**src/rtl/ser_word_aligner.sv**
```systemverilog
// Serial lane receive aligner: hunts for the sync word, confirms word phase over
// consecutive boundaries, then delivers aligned words and drops lock on sustained slips.
module ser_word_aligner #(
   parameter int unsigned          Nbits_32     = 32,
   parameter logic [Nbits_32-1:0]  SYNC_WORD    = 32'hEAAAAAAA,
   parameter int unsigned          LOCK_COUNT   = 4,
   parameter int unsigned          UNLOCK_COUNT = 4
) (
   input  logic                clock,
   input  logic                rst_b,
   input  logic                ser_in,
   input  logic                resync,
   output logic [Nbits_32-1:0] data_out,
   output logic                data_valid,
   output logic                is_sync,
   output logic                locked,
   output logic                lock_lost,
   output logic [1:0]          align_state
);
   localparam int unsigned    BCW      = $clog2(Nbits_32);
   localparam int unsigned    CW       = 4;
   localparam logic [BCW-1:0] LAST_BIT = BCW'(Nbits_32 - 1);
   localparam logic [CW-1:0]  LOCK_N   = CW'(LOCK_COUNT);
   localparam logic [CW-1:0]  UNLOCK_N = CW'(UNLOCK_COUNT);
   localparam bit             LOCK_ONE = (LOCK_COUNT == 1);

   typedef enum logic [1:0] {
      HUNT   = 2'd0,
      VERIFY = 2'd1,
      LOCKED = 2'd2
   } state_e;

   state_e              state_q;
   logic [Nbits_32-1:0] sr_q, sr_d, data_out_q;
   logic [BCW-1:0]      bit_cnt_q, bit_cnt_d;
   logic [CW-1:0]       match_cnt_q, match_cnt_d, miss_cnt_q, miss_cnt_d;
   logic                off_hit_q, data_valid_q, is_sync_q, locked_q, lock_lost_q;
   logic                match_c, boundary_c, drop_c;

   assign sr_d        = {sr_q[Nbits_32-2:0], ser_in};
   assign bit_cnt_d   = bit_cnt_q + BCW'(1);
   assign match_cnt_d = match_cnt_q + CW'(1);
   assign match_c     = (sr_q == SYNC_WORD);
   assign boundary_c  = (state_q != HUNT) && (bit_cnt_q == LAST_BIT);

   // Slip score at a boundary: an aligned sync clears it, an offset sync since the last boundary adds one
   always_comb begin
      miss_cnt_d = miss_cnt_q;
      if (match_c) begin
         miss_cnt_d = '0;
      end else if (off_hit_q) begin
         miss_cnt_d = miss_cnt_q + CW'(1);
      end
   end

   assign drop_c = (state_q == LOCKED) && boundary_c && (miss_cnt_d >= UNLOCK_N);

   always_ff @(posedge clock or negedge rst_b) begin
      if (!rst_b) begin
         state_q      <= HUNT;
         sr_q         <= '0;
         bit_cnt_q    <= '0;
         match_cnt_q  <= '0;
         miss_cnt_q   <= '0;
         off_hit_q    <= 1'b0;
         data_out_q   <= '0;
         data_valid_q <= 1'b0;
         is_sync_q    <= 1'b0;
         locked_q     <= 1'b0;
         lock_lost_q  <= 1'b0;
      end else begin
         sr_q         <= sr_d;
         bit_cnt_q    <= bit_cnt_d;
         data_valid_q <= 1'b0;
         lock_lost_q  <= 1'b0;
         if (resync) begin
            state_q     <= HUNT;
            bit_cnt_q   <= '0;
            match_cnt_q <= '0;
            miss_cnt_q  <= '0;
            off_hit_q   <= 1'b0;
            locked_q    <= 1'b0;
            is_sync_q   <= 1'b0;
         end else begin
            unique case (state_q)
               HUNT: begin
                  off_hit_q  <= 1'b0;
                  miss_cnt_q <= '0;
                  if (match_c) begin
                     bit_cnt_q   <= '0;
                     match_cnt_q <= CW'(1);
                     if (LOCK_ONE) begin
                        state_q      <= LOCKED;
                        locked_q     <= 1'b1;
                        data_out_q   <= sr_q;
                        is_sync_q    <= 1'b1;
                        data_valid_q <= 1'b1;
                     end else begin
                        state_q <= VERIFY;
                     end
                  end
               end
               VERIFY: begin
                  if (boundary_c) begin
                     if (!match_c) begin
                        state_q     <= HUNT;
                        match_cnt_q <= '0;
                     end else begin
                        match_cnt_q <= match_cnt_d;
                        // The confirming sync word is delivered like any locked word
                        if (match_cnt_d >= LOCK_N) begin
                           state_q      <= LOCKED;
                           locked_q     <= 1'b1;
                           data_out_q   <= sr_q;
                           is_sync_q    <= 1'b1;
                           data_valid_q <= 1'b1;
                        end
                     end
                  end
               end
               LOCKED: begin
                  if (!boundary_c) begin
                     if (match_c) begin
                        off_hit_q <= 1'b1;
                     end
                  end else begin
                     off_hit_q <= 1'b0;
                     if (drop_c) begin
                        state_q     <= HUNT;
                        locked_q    <= 1'b0;
                        lock_lost_q <= 1'b1;
                        miss_cnt_q  <= '0;
                        match_cnt_q <= '0;
                     end else begin
                        miss_cnt_q   <= miss_cnt_d;
                        data_out_q   <= sr_q;
                        is_sync_q    <= match_c;
                        data_valid_q <= 1'b1;
                     end
                  end
               end
               default: state_q <= HUNT;
            endcase
         end
      end
   end

   assign data_out    = data_out_q;
   assign data_valid  = data_valid_q;
   assign is_sync     = is_sync_q;
   assign locked      = locked_q;
   assign lock_lost   = lock_lost_q;
   assign align_state = state_q;

endmodule
```
**config.mk**
```make
export PLATFORM = sky130hd
export DESIGN_NAME = ser_word_aligner
export DESIGN_NICKNAME = d
export VERILOG_FILES = /design/src/rtl/ser_word_aligner.sv
export SDC_FILE = /design/constraint.sdc
export NUM_CORES = 1
export LEC_CHECK = 0
export BUFFER_PORTS_ARGS = -buffer_cell sky130_fd_sc_hd__buf_2
export CAP_MARGIN = 10
export CORE_UTILIZATION = 52
export DETAILED_ROUTE_END_ITERATION = 10
export GPL_ROUTABILITY_DRIVEN = 0
export PLACE_DENSITY = 0.75
export SLEW_MARGIN = 15
export SYNTH_ARGS = -nofsm -noshare
export SYNTH_HDL_FRONTEND = slang
export SYNTH_SLANG_ARGS = --single-unit
```
**constraint.sdc**
```tcl
create_clock -name clock -period 2.4 [get_ports clock]
set_input_delay 0.24 -clock clock [delete_from_list [all_inputs] [get_ports clock]]
set_output_delay 0.24 -clock clock [all_outputs]
set_load 0.03 [all_outputs]
```
Yosys cells after proc, flatten, opt, wreduce, memory -nomap -nowiden
Cells that the tools add are included.
{"block": "word_totals", "ff_bits": 84, "latch_bits": 0, "mem_bits_rw": 0, "romBits": 0, "inputBits": 4, "output_inout_bits": 38, "n_memories": 0}
{"block": "classes", "addsub": 3, "mul": 0, "div_mod_pow": 0, "order_cmp": 2, "eq_ne": 18, "shift": 0, "mux": 56, "n_bitwise": 1, "n_reduce_logical": 16}
{"cell": "32-bit 2-to-1 mux", "count": 5}
{"cell": "32-bit one-hot mux with 2 select lines", "count": 1}
{"cell": "4-bit 2-to-1 mux", "count": 11}
{"cell": "32-bit == test (second input constant)", "count": 1}
{"cell": "1-bit 2-to-1 mux", "count": 22}
{"cell": "3-bit inequality test (second input constant)", "count": 7}
{"cell": "5-bit 2-to-1 mux", "count": 3}
{"cell": "2-bit 2-to-1 mux", "count": 7}
{"cell": "4-bit one-hot mux with 3 select lines", "count": 1}
{"cell": "6-bit AND reduction", "count": 2}
{"cell": "2-bit inequality test (second input constant)", "count": 5}
{"cell": "5-bit AND reduction", "count": 2}
{"cell": "4-bit by 1-bit adder with 4-bit output (second input constant)", "count": 2}
{"cell": "4-bit by 3-bit greater-or-equal comparator with 1-bit output (second input constant)", "count": 2}
{"cell": "4-bit inequality test (second input constant)", "count": 2}
{"cell": "1-bit one-hot mux with 2 select lines", "count": 4}
{"cell": "4-bit one-hot mux with 2 select lines", "count": 1}
{"cell": "7-bit AND reduction", "count": 1}
{"cell": "2-bit one-hot mux with 3 select lines", "count": 1}
{"cell": "3-bit nonzero test", "count": 2}
{"cell": "5-bit by 1-bit adder with 5-bit output (second input constant)", "count": 1}
{"cell": "5-bit == test (second input constant)", "count": 1}
{"cell": "2-bit AND reduction", "count": 2}
{"cell": "2-bit nonzero test", "count": 2}
{"cell": "6 further kinds", "count": 8}

Longest topological paths before layout
{"block": "logic_depth", "depth_word": 9, "ltp_mapped": 11, "ltp_nobuf": 9}

Worst setup path after synthesis
Ideal clock, no wire load.
{"block": "synth_path", "path_type": "reg2reg", "from": "register state_q[0] (netlist: align_state[0])", "to": "register data_out_q[10] (netlist: data_out[10])", "setup_ns": 0.125, "t_arrival_ns": 2.429, "t_required_ns": 2.275, "path_slack_ns": -0.155, "path_stages_with_launch": 11, "n_path_buf": 2, "cell_sequence": "dfrtp_1 -> inv_1 -> ha_1 -> and2b_1 -> nand2_1 -> a311oi_1 -> a32oi_2 -> or3b_1 -> buf_6 -> buf_12 -> mux2_4"}
{"block": "synth_via", "elab_chain_len": 6, "elab_cells_between_ends": 14}
{"item": "from (decl)", "line": "33", "source": "state_e state_q;"}
{"item": "from (signal assigned)", "line": "60", "source": "state_q <= HUNT;"}
{"item": "from (signal assigned)", "line": "77", "source": "state_q <= HUNT;"}
{"item": "from (signal assigned)", "line": "93", "source": "state_q <= LOCKED;"}
{"item": "2-bit nonzero test", "line": "44", "source": "assign boundary_c = (state_q != HUNT) && (bit_cnt_q == LAST_BIT);"}
{"item": "1-bit logical AND", "line": "44"}
{"item": "1-bit logical AND (2 in a row)", "line": "56", "source": "assign drop_c = (state_q == LOCKED) && boundary_c && (miss_cnt_d >= UNLOCK_N);"}
{"item": "2-bit inequality test (no source line)"}
{"item": "7-bit AND reduction (no source line)"}
{"item": "to (signal assigned)", "line": "95", "source": "data_out_q <= sr_q;"}
{"item": "to (signal assigned)", "line": "114", "source": "data_out_q <= sr_q;"}
{"item": "to (signal assigned)", "line": "136", "source": "data_out_q <= sr_q;"}
{"item": "to (decl)", "line": "34", "source": "logic [Nbits_32-1:0] sr_q, sr_d, data_out_q;"}
Several ways; a longest one is shown, not always the timed one.
A chain may end at the register's enable or synchronous reset.

Worst setup path in the final report
{"block": "layout_path", "from": "register bit_cnt_q[0]", "to": "register data_out_q[29] (netlist: data_out[29])"}
{"block": "layout_via", "elab_chain_len": 6, "elab_cells_between_ends": 8}
{"item": "from (decl)", "line": "35", "source": "logic [BCW-1:0] bit_cnt_q, bit_cnt_d;"}
{"item": "from (signal assigned)", "line": "73", "source": "bit_cnt_q <= bit_cnt_d;"}
{"item": "5-bit == test (*)", "line": "44"}
{"item": "1-bit logical AND (*)", "line": "44"}
{"item": "1-bit logical AND (2 in a row)", "line": "56"}
{"item": "2-bit inequality test (no source line)"}
{"item": "7-bit AND reduction (no source line) (*)"}
Mark *: on every way between the ends. The rest lies on a longest branch, timed or not.

==> results.cfg <==
[outcome]
violations = hold timing, setup timing
status = finished with violations

[sta]
fin_crit_ps = 2458
worst_clock_skew_ps = 10.49
setup_viol = 32
hold_ws_ps = -12.32
slew_violations = 0
max-slew-margin-rel = 0.4314
finalCritPeriodShare = 1.024
max_freq_ghz = 0.4068
worst_slack_ps = -58.27
tightestPinTransition_ps = 852.8
rsz0062_at_grt = true
final-hold-violation-count = 4
setup-tns-final_ps = -1522

[cells_and_area]
n_antenna_cell = 0
final-instance-count-excl-fill = 380
nets = 309
area_growth_pct = 18.70
final_layout_size_suffix_gt1_frac = 0.4653

[clock_network]
cts_tree = built
clock_sinks = 84
root_buffer = clkbuf_8
clk_pin_slew_ps = 90
cts_max_level = 3
clock_latency_ps = 350
cts_max_path_buffers = 2
cts_buffers = 9

[synth]
avgSynthCellArea_sq_um = 14.97
ys.flop_type = dfrtp_1
async_flop_share = 1.000
yosys_warnings = 0
ys_ff_latch = 84
synth.largest_area_cell = dfrtp_1
synthTopCellsByCount = dfrtp_1 (84), mux2_4 (30), nor2_1 (9)
synth-edff-count = 0
synth_fp_nets = 242
synthCells = 231
yosysSeqAreaShare = 0.6078
synth_area_leaders = dfrtp_1 (61%), mux2_4 (13%), ha_1 (2.5%)
yosysMostFrequentCell = dfrtp_1
synthesis.area_sq_um = 3458
synth_cell_types = 52
synth_top_area_frac = 0.6078

[hold_path]
hold_path_class = input pin to async pin

[drt]
wire_per_inst_um = 15.67
num_vias = 2036
first_pass_iters = 4
drc = 0
drtIter0Drc = 82
ant_nets = 0
wl_um = 5956
via_per_inst = 5.358

[pwr]
switchingPower_mw = 0.6195
leakagePower_nw = 2.131
power.internal_mw = 1.944
power_frac_clock = 0.376
p_seq_frac = 0.575
power.density_nw_per_um2 = 624.5
switching_share = 0.2416
power.ir.vdd_worst_mv = 0.4605
power_frac_comb = 0.049

[critical_path]
critPathTopFamily = simple AND/OR/NAND/NOR gates
arrival_ps = 2690
path_depth = 10
critPathMaxFanout = 23
reg2reg_depth = 10
crit_buf_inv = 1
critical_path_class = flip-flop to flip-flop
critPathLaunchType = flip-flop
crit_slowest_cell = or3b_4
worstSetupEndpointType = flip-flop
crit_required_ps = 2640
max_stage_delay_ps = 420
path_cells = ha_2, and3_4, ha_4, and2b_2, nand2_2, a311oi_2, a32oi_2, or3b_4, buf_12, mux2_4

[grt]
grt_pass1_vias = 2211
grt_use_total = 0.1914
grt_overflow = 0
antenna_found_initial = 0
grt_max_degree = 71
grt_first_pass_wirelength_um = 10430

[floorplanning]
core_sq_um = 6386
io_pins = 42
dieArea_sq_um = 6981
fp.dieH_um = 83.55
die_x_um = 83.55
fp-row-count = 29
initial_utilization = 0.5415

[place]
place_ws_ps = -127.0
place_inst = 362
portBuffers = 41
dp_hpwl_um = 3970

[run]
max_cap_viol_count = 0
-- flip-flops by register name (all words and copies together) (netlist names) --
| name | flops |
|---|---|
| bit_cnt_q | 5 |
| miss_cnt_q | 4 |
| locked | 1 |
| is_sync | 1 |
| align_state | 2 |
| lock_lost | 1 |
| match_cnt_q | 4 |
| data_out | 32 |
| sr_q | 32 |
| off_hit_q | 1 |
| data_valid | 1 |
-- final timing paths --
path / slack [ps] / from / end
setup reg to reg: -60 / bit_cnt_q[0] / data_out[29]
max in group asynchronous: 1760 / rst_b / data_out[0]
setup / recovery: -60 / bit_cnt_q[0] / data_out[29]
hold / removal: -10 / rst_b / data_out[13]
min in group clock: 280 / resync / lock_lost
hold reg to reg: 390 / sr_q[16] / sr_q[17]
-- metal layers --
| layer | up-vias | GRT usage | wire (um) |
|---|---|---|---|
| li1 | 970 | - | - |
| met1 | 1014 | 0.2606 | 2896 |
| met2 | 37 | 0.2906 | 2727 |
| met3 | 15 | 0.05341 | 203 |
| met4 | 0 | 0.08166 | 129 |
| met5 | - | 0 | 0 |
-- cell families (layout without fill, tap and decap cells) --
group                    Yosys count  count (layout)  synth area share
AO/OA/AOI/OAI                     29              29           0.06440
XOR/XNOR                           3               3          0.007599
adder cells (fa/ha/maj)            7               7           0.02532
buffers and inverters             15              87           0.03256
flip-flops                        84              84            0.6078
multiplexers                      36              36            0.1494
AND/OR/NAND/NOR                   57              57            0.1129
-- power by group through the flow --
| stage | logic [mW] | registers (mW) | clock network [mW] |
|---|---|---|---|
| final | 0.127 | 1.47 | 0.964 |
| after global routing | 0.145 | 1.48 | 1.04 |
| after CTS | 0.126 | 1.47 | 0.988 |
| after detailed placement | 0.124 | 1.50 | 0 |
| after global placement | 0.123 | 1.50 | 0 |
| after floorplan | 0.0529 | 1.50 | 0 |
-- timing repair --
action                     in CTS  in global routing
setup endpoints to repair      32                 36
buffers inserted                0                  1
hold endpoints to repair        1                  0
resized for setup               2                  2
hold buffers                    1                  0
-- worst register-to-register path: cells and delay by family (launching register included) --
family / cells / cell delay, ps
AND/OR/NAND/NOR: 4 / 850
adder cells (fa/ha/maj): 2 / 310
AO/OA/AOI/OAI: 2 / 300
multiplexers: 1 / 320
buffers and inverters: 1 / 180
flip-flops: 1 / 380
-- stage by stage --
step                      cell area, sq um  hold WS, ps    util  power [mW]
after global routing                  4105        55.20  0.6428       2.664
final                                 4105       -12.32  0.6428       2.564
after CTS                             4090        15.63  0.6405       2.588
after floorplan                       3491       -55.59       -       1.552
after detailed placement              3879        349.3  0.6074       1.625
after global placement                3879        347.9  0.6074       1.623
-- final cells by class --
cell class | instances | area (sq um)
Clock buffer | 11 | 151.4
Tap cell | 77 | 96.34
Multi-Input combinational cell | 132 | 1286
Timing Repair Buffer | 64 | 395.4
Fill cell | 481 | 2281
Inverter | 7 | 26.28
Sequential cell | 84 | 2105
Clock inverter | 5 | 45.04
-- placed cells by master, fill, tap and decap left out, types with 2 or more instances in the layout --
cell and count:
dfrtp_1 82, buf_2 40, mux2_4 30, buf_4 22, clkbuf_8 11, nor2_1 8, inv_1 7, nand2_1 7
a211oi_1 6, and4bb_1 5, nor3_1 5, mux2_2 5, ha_1 5, nand2b_1 4, a21oi_1 4, o21ai_0 3
clkinv_4 3, and4bb_2 2, nand4_2 2, nor2_2 2, nand3_1 2, xor2_1 2, and3b_1 2, a31oi_1 2
or3_1 2, and2_1 2, dfrtp_2 2
Note: power is estimated with default switching activity, not from simulation.
